[config.mk]
export PLATFORM = sky130hd
export DESIGN_NAME = button_reader
export DESIGN_NICKNAME = d
export VERILOG_FILES = /design/src/rtl/button_reader.sv
export SDC_FILE = /design/constraint.sdc
export NUM_CORES = 1
export LEC_CHECK = 0
export BUFFER_PORTS_ARGS = -buffer_cell sky130_fd_sc_hd__buf_2
export CORE_ASPECT_RATIO = 1.5
export CORE_MARGIN = 2
export CORE_UTILIZATION = 50
export CTS_CLUSTER_DIAMETER = 120
export DETAILED_ROUTE_END_ITERATION = 7
export GPL_TIMING_DRIVEN = 0
export PLACE_DENSITY = 0.82
export SETUP_SLACK_MARGIN = 0.1
export SYNTH_ARGS = -nofsm -noshare
export SYNTH_HDL_FRONTEND = slang
export SYNTH_SLANG_ARGS = --single-unit
[constraint.sdc]
create_clock -name clk -period 2 [get_ports clk]
set_input_delay 0.1 -clock clk [delete_from_list [all_inputs] [get_ports clk]]
set_output_delay 0.1 -clock clk [all_outputs]
set_load 0.1 [all_outputs]
[src/rtl/button_reader.sv]
// Debounced reader for one raw, asynchronous, bouncy input pin.
// Produces a clean level, single-cycle rise/fall pulses and a wrapping press counter.
module button_reader #(
    parameter int DEBOUNCE_CYCLES = 12000,
    parameter int CNT_W           = 16,
    parameter int PRESS_W         = 8
) (
    input  logic               clk,
    input  logic               rstn,
    input  logic               in,
    input  logic               clr,
    output logic               out,
    output logic               rise,
    output logic               fall,
    output logic               busy,
    output logic [PRESS_W-1:0] presses
);

    typedef enum logic [1:0] {
        STABLE_LOW  = 2'd0,
        SETTLE_HIGH = 2'd1,
        STABLE_HIGH = 2'd2,
        SETTLE_LOW  = 2'd3
    } state_t;

    // Final settle count: acceptance happens when the counter already holds this value.
    localparam logic [CNT_W-1:0] CNT_LAST = CNT_W'(DEBOUNCE_CYCLES - 1);
    localparam logic [CNT_W-1:0] CNT_ONE  = CNT_W'(1);

    logic [1:0]         sync_reg;
    logic               s;
    state_t             state_reg;
    state_t             state_next;
    logic [CNT_W-1:0]   cnt_reg;
    logic [CNT_W-1:0]   cnt_next;
    logic               rise_reg;
    logic               rise_next;
    logic               fall_reg;
    logic               fall_next;
    logic [PRESS_W-1:0] presses_reg;
    logic [PRESS_W-1:0] presses_next;

    // Two-flop synchronizer; the raw pin feeds nothing else.
    always_ff @(posedge clk or negedge rstn) begin
        if (!rstn) begin
            sync_reg <= 2'b00;
        end else begin
            sync_reg <= {sync_reg[0], in};
        end
    end

    assign s = sync_reg[1];

    // State register, including the registered pulses and press counter.
    always_ff @(posedge clk or negedge rstn) begin
        if (!rstn) begin
            state_reg   <= STABLE_LOW;
            cnt_reg     <= '0;
            rise_reg    <= 1'b0;
            fall_reg    <= 1'b0;
            presses_reg <= '0;
        end else begin
            state_reg   <= state_next;
            cnt_reg     <= cnt_next;
            rise_reg    <= rise_next;
            fall_reg    <= fall_next;
            presses_reg <= presses_next;
        end
    end

    // Next-state logic: a settle is aborted by a single sample back at the old level.
    always_comb begin
        state_next = state_reg;
        cnt_next   = cnt_reg;
        rise_next  = 1'b0;
        fall_next  = 1'b0;
        case (state_reg)
            STABLE_LOW: begin
                if (s) begin
                    state_next = SETTLE_HIGH;
                    cnt_next   = CNT_ONE;
                end
            end
            SETTLE_HIGH: begin
                if (!s) begin
                    state_next = STABLE_LOW;
                    cnt_next   = '0;
                end else if (cnt_reg == CNT_LAST) begin
                    state_next = STABLE_HIGH;
                    cnt_next   = '0;
                    rise_next  = 1'b1;
                end else begin
                    cnt_next = cnt_reg + CNT_ONE;
                end
            end
            STABLE_HIGH: begin
                if (!s) begin
                    state_next = SETTLE_LOW;
                    cnt_next   = CNT_ONE;
                end
            end
            SETTLE_LOW: begin
                if (s) begin
                    state_next = STABLE_HIGH;
                    cnt_next   = '0;
                end else if (cnt_reg == CNT_LAST) begin
                    state_next = STABLE_LOW;
                    cnt_next   = '0;
                    fall_next  = 1'b1;
                end else begin
                    cnt_next = cnt_reg + CNT_ONE;
                end
            end
            default: begin
                state_next = STABLE_LOW;
                cnt_next   = '0;
            end
        endcase
    end

    // The counter steps on the same edge that raises rise; clear takes priority.
    always_comb begin
        presses_next = presses_reg;
        if (clr) begin
            presses_next = '0;
        end else if (rise_next) begin
            presses_next = presses_reg + PRESS_W'(1);
        end
    end

    // Output decode from the registered state.
    always_comb begin
        out     = (state_reg == STABLE_HIGH) || (state_reg == SETTLE_LOW);
        busy    = (state_reg == SETTLE_HIGH) || (state_reg == SETTLE_LOW);
        rise    = rise_reg;
        fall    = fall_reg;
        presses = presses_reg;
    end

endmodule

# --- Word level (Yosys, flattened, before mapping) ---
# Cells that the tools add are included.
totals:
  register_bits: 30
  wordCells: 42
  out_inout_bits: 12
classes:
  eq_ne: 8
  n_reduce_logical: 6
  muxes: 20
  addsub: 2
ops:
  columns: ["op", "n"]
  rows:
  - ["$mux 16", 5]
  - ["$pmux 16 s4", 1]
  - ["$add 16x1->16 const B", 1]
  - ["$eq 16x14->1 const B", 1]
  - ["$mux 8", 2]
  - ["$mux 2", 6]
  - ["$add 8x1->8 const B", 1]
  - ["$pmux 2 s4", 1]
  - ["$ne 3x3->1 const B", 2]
  - ["$mux 1", 5]
  - ["$eq 2x2->1 const B", 2]
  - ["$ne 2x2->1 const B", 2]
  - ["$reduce_and 4->1", 1]
  - ["$eq 2x1->1 const B", 1]
  - ["$logic_not 2->1", 1]
  - ["$logic_or 1x1->1", 2]
  - ["$reduce_and 2->1", 1]
  - ["$reduce_bool 2->1", 1]

# --- Depth between registers and ports, before layout ---
# Gate-level depths: netlist of the first run.
logic_depth:
  word_depth: 6
  mapped_depth: 7
  mapped_depth_nobuf: 6

# --- Worst setup path before layout of the first run ---
# OpenSTA, ideal clock, no wires.
synth_path:
  path_kind: "reg-to-reg"
  startpoint: "reg presses_reg[0], in the netlist presses[0]"
  endpoint: "reg presses_reg[4], in the netlist presses[4]"
  slack_ns: 0.084
  t_required_ns: 1.872
  arrival_ns: 1.788
  stages_incl_launch_ff: 6
  setup_time_ns: 0.128
  cell_sequence: "dfrtp_1 > ha_1 > nand3_1 > nor4_1 > xnor2_1 > nor2_1"
synth_via:
  elab_chain_len: 3
synth_lines:
  columns: ["element", "line_no", "text"]
  rows:
  - ["start: declaration", "40", "logic [PRESS_W-1:0] presses_reg;"]
  - ["start signal: assignment", "67", "presses_reg <= presses_next;"]
  - ["$add 8x1->8", "127", "presses_next = presses_reg + PRESS_W'(1);"]
  - ["$mux 8", "126", "end else if (rise_next) begin"]
  - ["$mux 8", "124", "if (clr) begin"]
# No other way between the ends. The select of a mux whose other input is x is not followed.
# A chain may end at the register's enable or synchronous reset.

==> flow_metrics.py, run 1 <==
metrics = {
    "status": {
        "status": "finished clean",
    },
    "die": {
        "ioPinCount": 16,
        "core_sq_um": 3100,
        "num_rows": 25,
        "die_x_microns": 50.2,
        "die_h_microns": 73.3,
        "die_area_sq_um": 3680,
        "start_util": 0.517,
    },
    "pwr": {
        "powerDensity_nw_per_um2": 1040,
        "p_comb_frac": 0.394,
        "netSwitchingFraction": 0.401,
        "p_seq_frac": 0.354,
        "p_clk_frac": 0.252,
        "leakagePower_nw": 0.814,
        "max-vdd-ir-drop_mv": 0.686,
        "p_sw_mw": 0.796,
        "p_int_mw": 1.19,
    },
    "routing": {
        "ant_nets": 0,
        "drc_errors": 0,
        "dr.pass1.iters": 4,
        "via_per_inst": 5.90,
        "finalWirelength_microns": 3770,
        "vias": 1409,
        "drtIter0Drc": 45,
        "routedWlPerCell_microns": 15.8,
    },
    "timing": {
        "period_needed_ns": 1.81,
        "final_max_slew_viol_count": 0,
        "hold_viol": 0,
        "rsz0062_at_grt": "no",
        "max_clock_freq_mhz": 552,
        "finalSetupViolations": 0,
        "worst_pin_slew_ns": 0.655,
        "fin_setup_tns_ns": 0,
        "slew_headroom": 0.563,
        "fin_crit_sh": 0.906,
        "finClkSkew_ns": 0.00218,
    },
    "logic_synthesis": {
        "synth-seq-cells": 30,
        "yosysWarnings": 0,
        "synth.avg_cell_area_sq_um": 9.37,
        "yosysSeqAreaShare": 0.469,
        "ys_types": 43,
        "netlist_instances": 171,
        "syn-num-nets": 177,
        "synth_area_sq_um": 1600,
    },
    "grt": {
        "globalRouteTotalUtil": 0.228,
        "grt-busiest-layer": "met2",
        "antenna_found_initial": 0,
        "first_global_vias": 1481,
        "use_met2": 0.430,
        "grt-ovfl-total": 0,
        "grt_use_met3": 0.0447,
        "grt_pass1_wl_microns": 6290,
        "grt_max_degree": 31,
        "use_met1": 0.217,
    },
    "setup_path": {
        "critPathMaxFanout": 5,
        "slowest_delay_ns": 0.42,
        "ff2ff_path_depth": 7,
        "crit_buf_inv": 1,
        "cp.required_ns": 2.17,
        "crit_chain": "ha_4 -> and4_1 -> and4_4 -> or2_4 -> buf_6 -> nand2_2 -> mux2_2",
        "cp_data_arrival_time_ns": 1.98,
        "cp-end-kind": "flip-flop",
        "crit_cells": 7,
        "start_kind": "flip-flop",
        "critPathKind": "flip-flop to flip-flop",
        "crit_path_top_delay_cell": "dfrtp_2",
        "path_delay_family": "simple AND/OR/NAND/NOR gates",
    },
    "clock_tree": {
        "clkTransAtPathRegs_ns": 0.06,
        "cts_buffers": 5,
        "htreeDepth": 2,
        "clock_sinks": 30,
        "clk_latency_ns": 0.28,
        "cts-root-buf": "clkbuf_8",
        "tritoncts": "built",
        "cts_buffer_depth": 2,
    },
    "finish": {
        "syn_to_final_growth_pct": 18.5,
        "num_antenna_cells": 0,
        "multiInputGateArea_sq_um": 821,
        "nNetsFinal": 204,
        "final_common_cell": "dfrtp_1",
        "register_area_sq_um": 756,
        "final_core_util": 0.613,
        "largest_reg_flops": 16,
        "n_fill_cell": 242,
        "layout_common_cells": "dfrtp_1, buf_2, nor2_1",
        "layout-drive-gt1-share": 0.246,
    },
    "placement": {
        "port_buffers": 14,
        "dpl.hpwl_microns": 2620,
        "gp_congestion": 0.888,
    },
    "worst_hold_path": {
        "min_path_cells": 2,
        "hp-class": "input pin to flip-flop",
    },
    "job": {
        "maxCapViolCount": 0,
    },
}
[metrics by stage]
stage | area (sq um) | cells | setup slack [ns] | hold WS, ns | total power, mW
after floorplan | 1610 | 171 | 0.114 | -0.196 | 1.25
after global placement | 1730 | 225 | 0.0306 | 0.161 | 1.38
after detailed placement | 1730 | 225 | 0.0160 | 0.174 | 1.41
after CTS | 1870 | 238 | 0.116 | 0.152 | 1.96
after global routing | 1900 | 239 | 0.108 | 0.172 | 2.09
final | 1900 | 239 | 0.188 | 0.154 | 1.98
[final timing paths]
| kind | slack, ns | to | startpoint |
|---|---|---|---|
| worst min register to register | 0.37 | sync_reg[1] | sync_reg[0] |
| max in group asynchronous | 1.16 | presses[0] | rstn |
| worst max register to register | 0.19 | flip-flop | cnt_reg[0] |
| worst max-delay path | 0.19 | flip-flop | cnt_reg[0] |
| min in group asynchronous | 0.38 | cnt_reg[7] | rstn |
| worst min-delay path | 0.15 | presses[2] | clr |
[power by group through the flow]
| stage | Clock, mW | Sequential (mW) | Combinational (mW) |
|---|---|---|---|
| 3_5_place_dp | 0 | 0.720 | 0.688 |
| 3_3_place_gp | 0 | 0.716 | 0.665 |
| 6_report | 0.501 | 0.701 | 0.781 |
| 4_1_cts | 0.512 | 0.701 | 0.747 |
| 2_1_floorplan | 0 | 0.707 | 0.545 |
| 5_1_grt | 0.530 | 0.708 | 0.851 |
[what timing repair did]
action / CTS / global route
cloned: 0 / 1
hold buffers: 2 / 0
buffers inserted: 3 / 0
gates resized for setup: 3 / 5
hold endpoints to repair: 31 / 0
endpoints found under the setup margin: 7 / 7
pin swaps: 0 / 6
[per-layer routing]
layer | up-vias | routed length, microns
li1 | 663 | -
met1 | 677 | 1380
met2 | 52 | 2050
met3 | 17 | 193
met4 | 0 | 143
met5 | - | 0
[Yosys cell counts (all sizes together)]
cell,count,area [sq um]
a21o,1,7.51
a21oi,7,35.0
a22o,3,26.3
a31oi,4,25.0
and2,2,12.5
and2b,1,8.76
and3,4,25.0
and4,3,28.8
and4b,1,11.3
buf,4,25.0
clkbuf,2,7.51
dfrtp,30,751
dlygate4sd1,1,8.76
ha,2,25.0
inv,5,18.8
mux2,1,11.3
mux2i,1,10.0
nand2,16,62.6
nand3,13,65.1
nand4,4,25.0
nor2,17,63.8
nor2b,2,12.5
nor3,6,30.0
nor3b,2,20.0
nor4,6,37.5
nor4b,1,23.8
o211ai,1,7.51
o21a,1,7.51
o21ai,10,50.0
o31ai,2,15.0
or2,3,21.3
or3,7,45.1
xnor2,6,52.6
xor2,2,25.0
[logic make-up (layout without fill, tap and decap cells)]
| family | Yosys count | after routing | synth area share |
|---|---|---|---|
| xor gates and xnor gates | 8 | 8 | 0.0484 |
| buffers and inverters | 12 | 40 | 0.0375 |
| DFF | 30 | 30 | 0.469 |
| and+or+nand+nor | 88 | 88 | 0.308 |
| adders and majority gates | 2 | 2 | 0.0156 |
| AOI/OAI and AO/OA | 29 | 29 | 0.109 |
| muxes | 2 | 2 | 0.0133 |
[final cells by class]
type / count / area share
multi-input cells: 129 / 0.432
flip-flops and latches: 30 / 0.398
repair buffers: 20 / 0.0620
clock buffers: 7 / 0.0455
well taps: 40 / 0.0264
plain buffers: 7 / 0.0231
inverters: 5 / 0.00989
clock inverters: 1 / 0.00264
(Power assumes the default switching activity.)
==> run 2: changes to the inputs <==
Settings changed: ABC_AREA set to 1, PLACE_DENSITY 0.82 to 0.81.
==> flow_metrics.py, run 2 <==
metrics = {
    "status": {
        "status": "finished clean",
    },
    "job": {
        "maxCapViolCount": 0,
    },
    "placement": {
        "placed_cell_area_sq_um": 1920,
        "dpl.hpwl_microns": 2870,
        "gp_congestion": 0.917,
        "dp_cells": 312,
        "pre_cts_ws_ns": 0.383,
        "port_buffers": 15,
    },
    "die": {
        "die_x_microns": 52.9,
        "die_area_sq_um": 4090,
        "start_util": 0.525,
        "ioPinCount": 16,
        "core_sq_um": 3420,
        "die_h_microns": 77.4,
        "num_rows": 26,
    },
    "setup_path": {
        "r2r_start": "cnt_reg[0]",
        "cp_data_arrival_time_ns": 1.80,
        "crit_chain": "ha_1 -> nand2_2 -> nor2_4 -> inv_1 -> nor2_1 -> nand2_1 -> nand2_2 -> nand2_1 -> inv_1 -> nor2_1",
        "crit_path_top_delay_cell": "dfrtp_1",
        "cp.required_ns": 2.16,
        "critPathMaxFanout": 7,
        "crit_buf_inv": 2,
        "slowest_delay_ns": 0.39,
        "critPathLaunch": "cnt_reg[0]",
        "start_kind": "flip-flop",
        "critPathKind": "flip-flop to flip-flop",
        "cp-end-kind": "flip-flop",
        "path_delay_family": "simple AND/OR/NAND/NOR gates",
    },
    "timing": {
        "fin_crit_sh": 0.819,
        "rsz0062_at_grt": "no",
        "fin_setup_tns_ns": 0,
        "finClkSkew_ns": 0.00816,
        "period_needed_ns": 1.64,
        "max_clock_freq_mhz": 611,
        "worst_pin_slew_ns": 0.666,
        "finalSetupViolations": 0,
        "slew_headroom": 0.556,
        "fin_ws_ns": 0.362,
        "hold_viol": 0,
        "final_max_slew_viol_count": 0,
    },
    "finish": {
        "syn_to_final_growth_pct": 13.0,
        "instances_no_fill": 322,
        "nNetsFinal": 285,
        "num_antenna_cells": 0,
        "layout-drive-gt1-share": 0.129,
        "fin_area_sq_um": 2030,
        "layout_common_cells": "nand2_1, nor2_1, inv_1",
        "final_common_cell": "nand2_1",
        "largest_reg_flops": 16,
    },
    "routing": {
        "top_layer": "met4",
        "dr_wl_met3_microns": 141,
        "vias": 1691,
        "routedWlPerCell_microns": 12.4,
        "finalWirelength_microns": 3990,
        "met1_length_microns": 1660,
        "drtIter0Drc": 36,
        "drc_errors": 0,
        "dr.pass1.iters": 4,
        "via_per_inst": 5.25,
        "met2_length_microns": 2070,
        "ant_nets": 0,
    },
    "grt": {
        "first_global_vias": 1651,
        "grt_max_degree": 31,
        "antenna_found_initial": 0,
        "globalRouteTotalUtil": 0.226,
        "grt_pass1_wl_microns": 7010,
        "grt-ovfl-total": 0,
    },
    "logic_synthesis": {
        "syn-num-nets": 261,
        "synth_area_sq_um": 1790,
        "synthFlopType": "dfrtp_1",
        "synth-seq-cells": 30,
        "synth.area.top_cells": "dfrtp_1, nand2_1, nand3_1",
        "yosysSeqAreaShare": 0.418,
        "ys_types": 24,
        "synthArstFlopShare": 1.00,
        "yosysTopAreaCellShare": 0.418,
        "netlist_instances": 255,
        "synth.avg_cell_area_sq_um": 7.04,
        "yosysWarnings": 0,
        "synth.most_common_cell": "nand2_1",
        "synth_top_cell_by_area": "dfrtp_1",
        "synth_common_cells": "nand2_1, nor2_1, dfrtp_1, inv_1, nand3_1",
        "synth_edf_count": 0,
    },
    "clock_tree": {
        "clkTransAtPathRegs_ns": 0.07,
        "postCtsSetupBuffers": 0,
        "cts_buffer_depth": 2,
        "clk_latency_ns": 0.28,
        "clock_sinks": 30,
        "cts_buffers": 5,
        "htreeDepth": 2,
        "cts-root-buf": "clkbuf_8",
        "tritoncts": "built",
    },
    "worst_hold_path": {
        "hp-class": "input pin to flip-flop",
        "hp-start": "clr",
    },
    "pwr": {
        "powerDensity_nw_per_um2": 825,
        "max-vdd-ir-drop_mv": 0.802,
        "leakagePower_nw": 0.996,
    },
}
## run 2: where the power goes
group / switching (mW) / internal [mW]
logic: 0.387 / 0.115
clock network: 0.227 / 0.241
registers: 0.0548 / 0.648
## run 2: path summary, 6_finish.rpt
path | to | slack (ns) | depth (start not counted)
min in group asynchronous | state_reg[0] | 0.39 | 2
setup / recovery | state_reg[0] | 0.36 | 10
hold / removal | presses[5] | 0.18 | 4
hold reg to reg | sync_reg[1] | 0.34 | 0
setup reg to reg | state_reg[0] | 0.36 | 10
max in group asynchronous | presses[1] | 1.14 | 2
## run 2: final cells by class
class	count	area (sq um)
plain buffers	3	12.5
clock inverters	2	10.0
fillers	323	1390
repair buffers	17	95.1
multi-input cells	190	911
well taps	42	52.6
flip-flops and latches	30	753
clock buffers	6	72.6
inverters	32	120
## run 2: cells by family after synthesis
logic type | share of synthesized area
AND/OR/NAND/NOR | 0.413
AO/OA/AOI/OAI | 0.0565
flip-flops | 0.418
XOR/XNOR | 0.0244
adder cells (fa/ha/maj) | 0.0139
buffers and inverters | 0.0739
## run 2: repair_timing
item / 4_1_cts / 5_1_grt
hold buffers: 2 / 0
gates resized for setup: 0 / 0
hold endpoints to repair: 31 / 0
## run 2: stage by stage
stage	utilization	hold slack, ns	power [mW]
2_1_floorplan	-	-0.196	1.09
3_3_place_gp	0.563	0.168	1.19
3_5_place_dp	0.563	0.174	1.20
4_1_cts	0.593	0.165	1.68
5_1_grt	0.593	0.196	1.77
6_report	0.593	0.175	1.67
## run 2: worst reg2reg max path, stage by stage, from the launching register on
cell	delay (ns)
dfrtp_1	0.39
ha_1	0.21
nand2_2	0.11
nor2_4	0.19
inv_1	0.07
nor2_1	0.10
nand2_1	0.08
nand2_2	0.15
nand2_1	0.09
inv_1	0.09
nor2_1	0.05
## run 2: per-layer routing
| layer | vias up | global-route usage |
|---|---|---|
| met4 | 0 | 0.0974 |
| met1 | 792 | 0.247 |
| met3 | 13 | 0.0423 |
| li1 | 852 | - |
| met2 | 34 | 0.405 |
| met5 | - | 0 |
==> run 3: changes to the inputs <==
Clock period 2 ns to 1.3 ns, I/O delays scaled along.
==> flow_metrics.py, run 3 (synthesized netlist as in run 2, its figures left out) <==
metrics = {
    "finish": {
        "final_common_cell": "nand2_1",
        "largest_reg_flops": 16,
        "final_core_util": 0.751,
        "num_antenna_cells": 0,
        "nNetsFinal": 312,
        "syn_to_final_growth_pct": 43.0,
        "layout-drive-gt1-share": 0.423,
        "layout_common_cells": "nand2_1, buf_4, inv_1, nor2_1, nand3_1",
    },
    "placement": {
        "dpl.hpwl_microns": 3060,
        "pre_cts_ws_ns": -0.259,
        "port_buffers": 15,
        "gp_congestion": 0.968,
    },
    "status": {
        "status": "finished with violations",
        "failed_checks": "negative setup slack",
    },
    "grt": {
        "grt-ovfl-total": 0,
        "globalRouteTotalUtil": 0.270,
        "first_global_vias": 1831,
        "grt_pass1_wl_microns": 8200,
        "antenna_found_initial": 0,
        "grt_max_degree": 31,
    },
    "die": {
        "core_sq_um": 3420,
        "die_x_microns": 52.9,
        "die_area_sq_um": 4090,
        "num_rows": 26,
        "ioPinCount": 16,
        "start_util": 0.525,
        "die_h_microns": 77.4,
    },
    "routing": {
        "routedWlPerCell_microns": 16.5,
        "dr.pass1.iters": 4,
        "vias": 2009,
        "finalWirelength_microns": 5750,
        "via_per_inst": 5.76,
        "ant_nets": 0,
        "drc_errors": 0,
        "drtIter0Drc": 66,
    },
    "clock_tree": {
        "tritoncts": "built",
        "cts-root-buf": "clkbuf_8",
        "htreeDepth": 2,
        "clk_latency_ns": 0.28,
        "cts_buffer_depth": 2,
        "clock_sinks": 30,
        "cts_buffers": 5,
        "clkTransAtPathRegs_ns": 0.07,
    },
    "timing": {
        "fin_ws_ns": -0.238,
        "finalSetupViolations": 28,
        "finClkSkew_ns": 0.00659,
        "fin_crit_sh": 1.18,
        "slew_headroom": 0.545,
        "worst_pin_slew_ns": 0.683,
        "final_max_slew_viol_count": 0,
        "rsz0062_at_grt": "yes",
        "period_needed_ns": 1.54,
        "max_clock_freq_mhz": 650,
        "hold_viol": 0,
    },
    "setup_path": {
        "cp-end-kind": "flip-flop",
        "critPathKind": "flip-flop to flip-flop",
        "cp.required_ns": 1.52,
        "start_kind": "flip-flop",
        "critPathMaxFanout": 4,
        "cp_data_arrival_time_ns": 1.76,
    },
    "pwr": {
        "powerDensity_nw_per_um2": 1290,
        "max-vdd-ir-drop_mv": 1.57,
        "finalPower_mw": 3.32,
        "leakagePower_nw": 1.20,
    },
    "worst_hold_path": {
        "hp-class": "input pin to flip-flop",
    },
    "job": {
        "maxCapViolCount": 0,
    },
}
[run 3: cell types whose count changed in the layout (fill, tap and decap cells not counted), moves of 7 or more]
cell | previous run | this run
nor2_1 | 33 | 25
nand3_1 | 28 | 20
buf_2 | 16 | 7
dfrtp_1 | 28 | 15
nand3_2 | 1 | 8
buf_4 | 0 | 30
nand2_1 | 85 | 63
dfrtp_4 | 0 | 7
nand2_2 | 3 | 17
nand2_4 | 0 | 8
[run 3: cell type report]
type	count	area [sq um]
multi-input cells	190	1150
fillers	227	850
flip-flops and latches	30	787
repair buffers	44	355
inverters	32	120
clock buffers	6	72.6
well taps	42	52.6
plain buffers	3	17.5
clock inverters	2	10.0
[run 3: stage by stage]
step	setup TNS, ns	std cells	instance area (sq um)	hold WS (ns)
after global placement	-3.67	312	1990	0.132
after floorplan	-0.347	255	1860	-0.231
after global routing	-6.70	349	2570	0.159
after CTS	-2.90	335	2330	0.117
after detailed placement	-4.32	312	1990	0.142
final	-4.68	349	2570	0.134
[run 3: critical path: stages (launching register included)]
cell and delay [ns]:
dfrtp_2 0.43, ha_4 0.17, nand2_4 0.07, nor2_4 0.18
inv_2 0.06, nor2_1 0.08, nand2_1 0.10, nand2_4 0.11
buf_6 0.12, nand3_2 0.07, nand2_1 0.08
[run 3: layer usage]
| metal | share of wire | wire length, microns | global-route usage | vias up |
|---|---|---|---|---|
| met4 | 0.064 | 367 | 0.185 | 0 |
| li1 | - | - | - | 903 |
| met1 | 0.35 | 2000 | 0.290 | 971 |
| met5 | 0 | 0 | 0 | - |
| met3 | 0.049 | 282 | 0.0500 | 39 |
| met2 | 0.54 | 3100 | 0.456 | 96 |
[run 3: worst paths after layout]
check | startpoint | endpoint | slack, ns | cells after the start
worst max-delay path | cnt_reg[1] | flip-flop | -0.24 | 10
worst min-delay path | clr | presses[2] | 0.13 | 4
worst max register to register | cnt_reg[1] | flip-flop | -0.24 | 10
worst min register to register | sync_reg[0] | sync_reg[1] | 0.35 | 0
max in group asynchronous | rstn | presses[4] | 0.44 | 2
min in group asynchronous | rstn | cnt_reg[0] | 0.35 | 2
[run 3: where the power goes]
group | total, mW | internal, mW | switching [mW]
sequential | 1.14 | 1.00 | 0.137
clock | 0.728 | 0.370 | 0.358
combinational | 1.45 | 0.563 | 0.883
[run 3: repair_timing]
item                                   CTS  global route
gates resized for setup                 44            44
setup endpoints to repair               37            30
setup buffers                           13            15
endpoints found under the hold margin   31             0
hold buffers                             2             0
cloned                                   0             0
pin swaps                               13            22
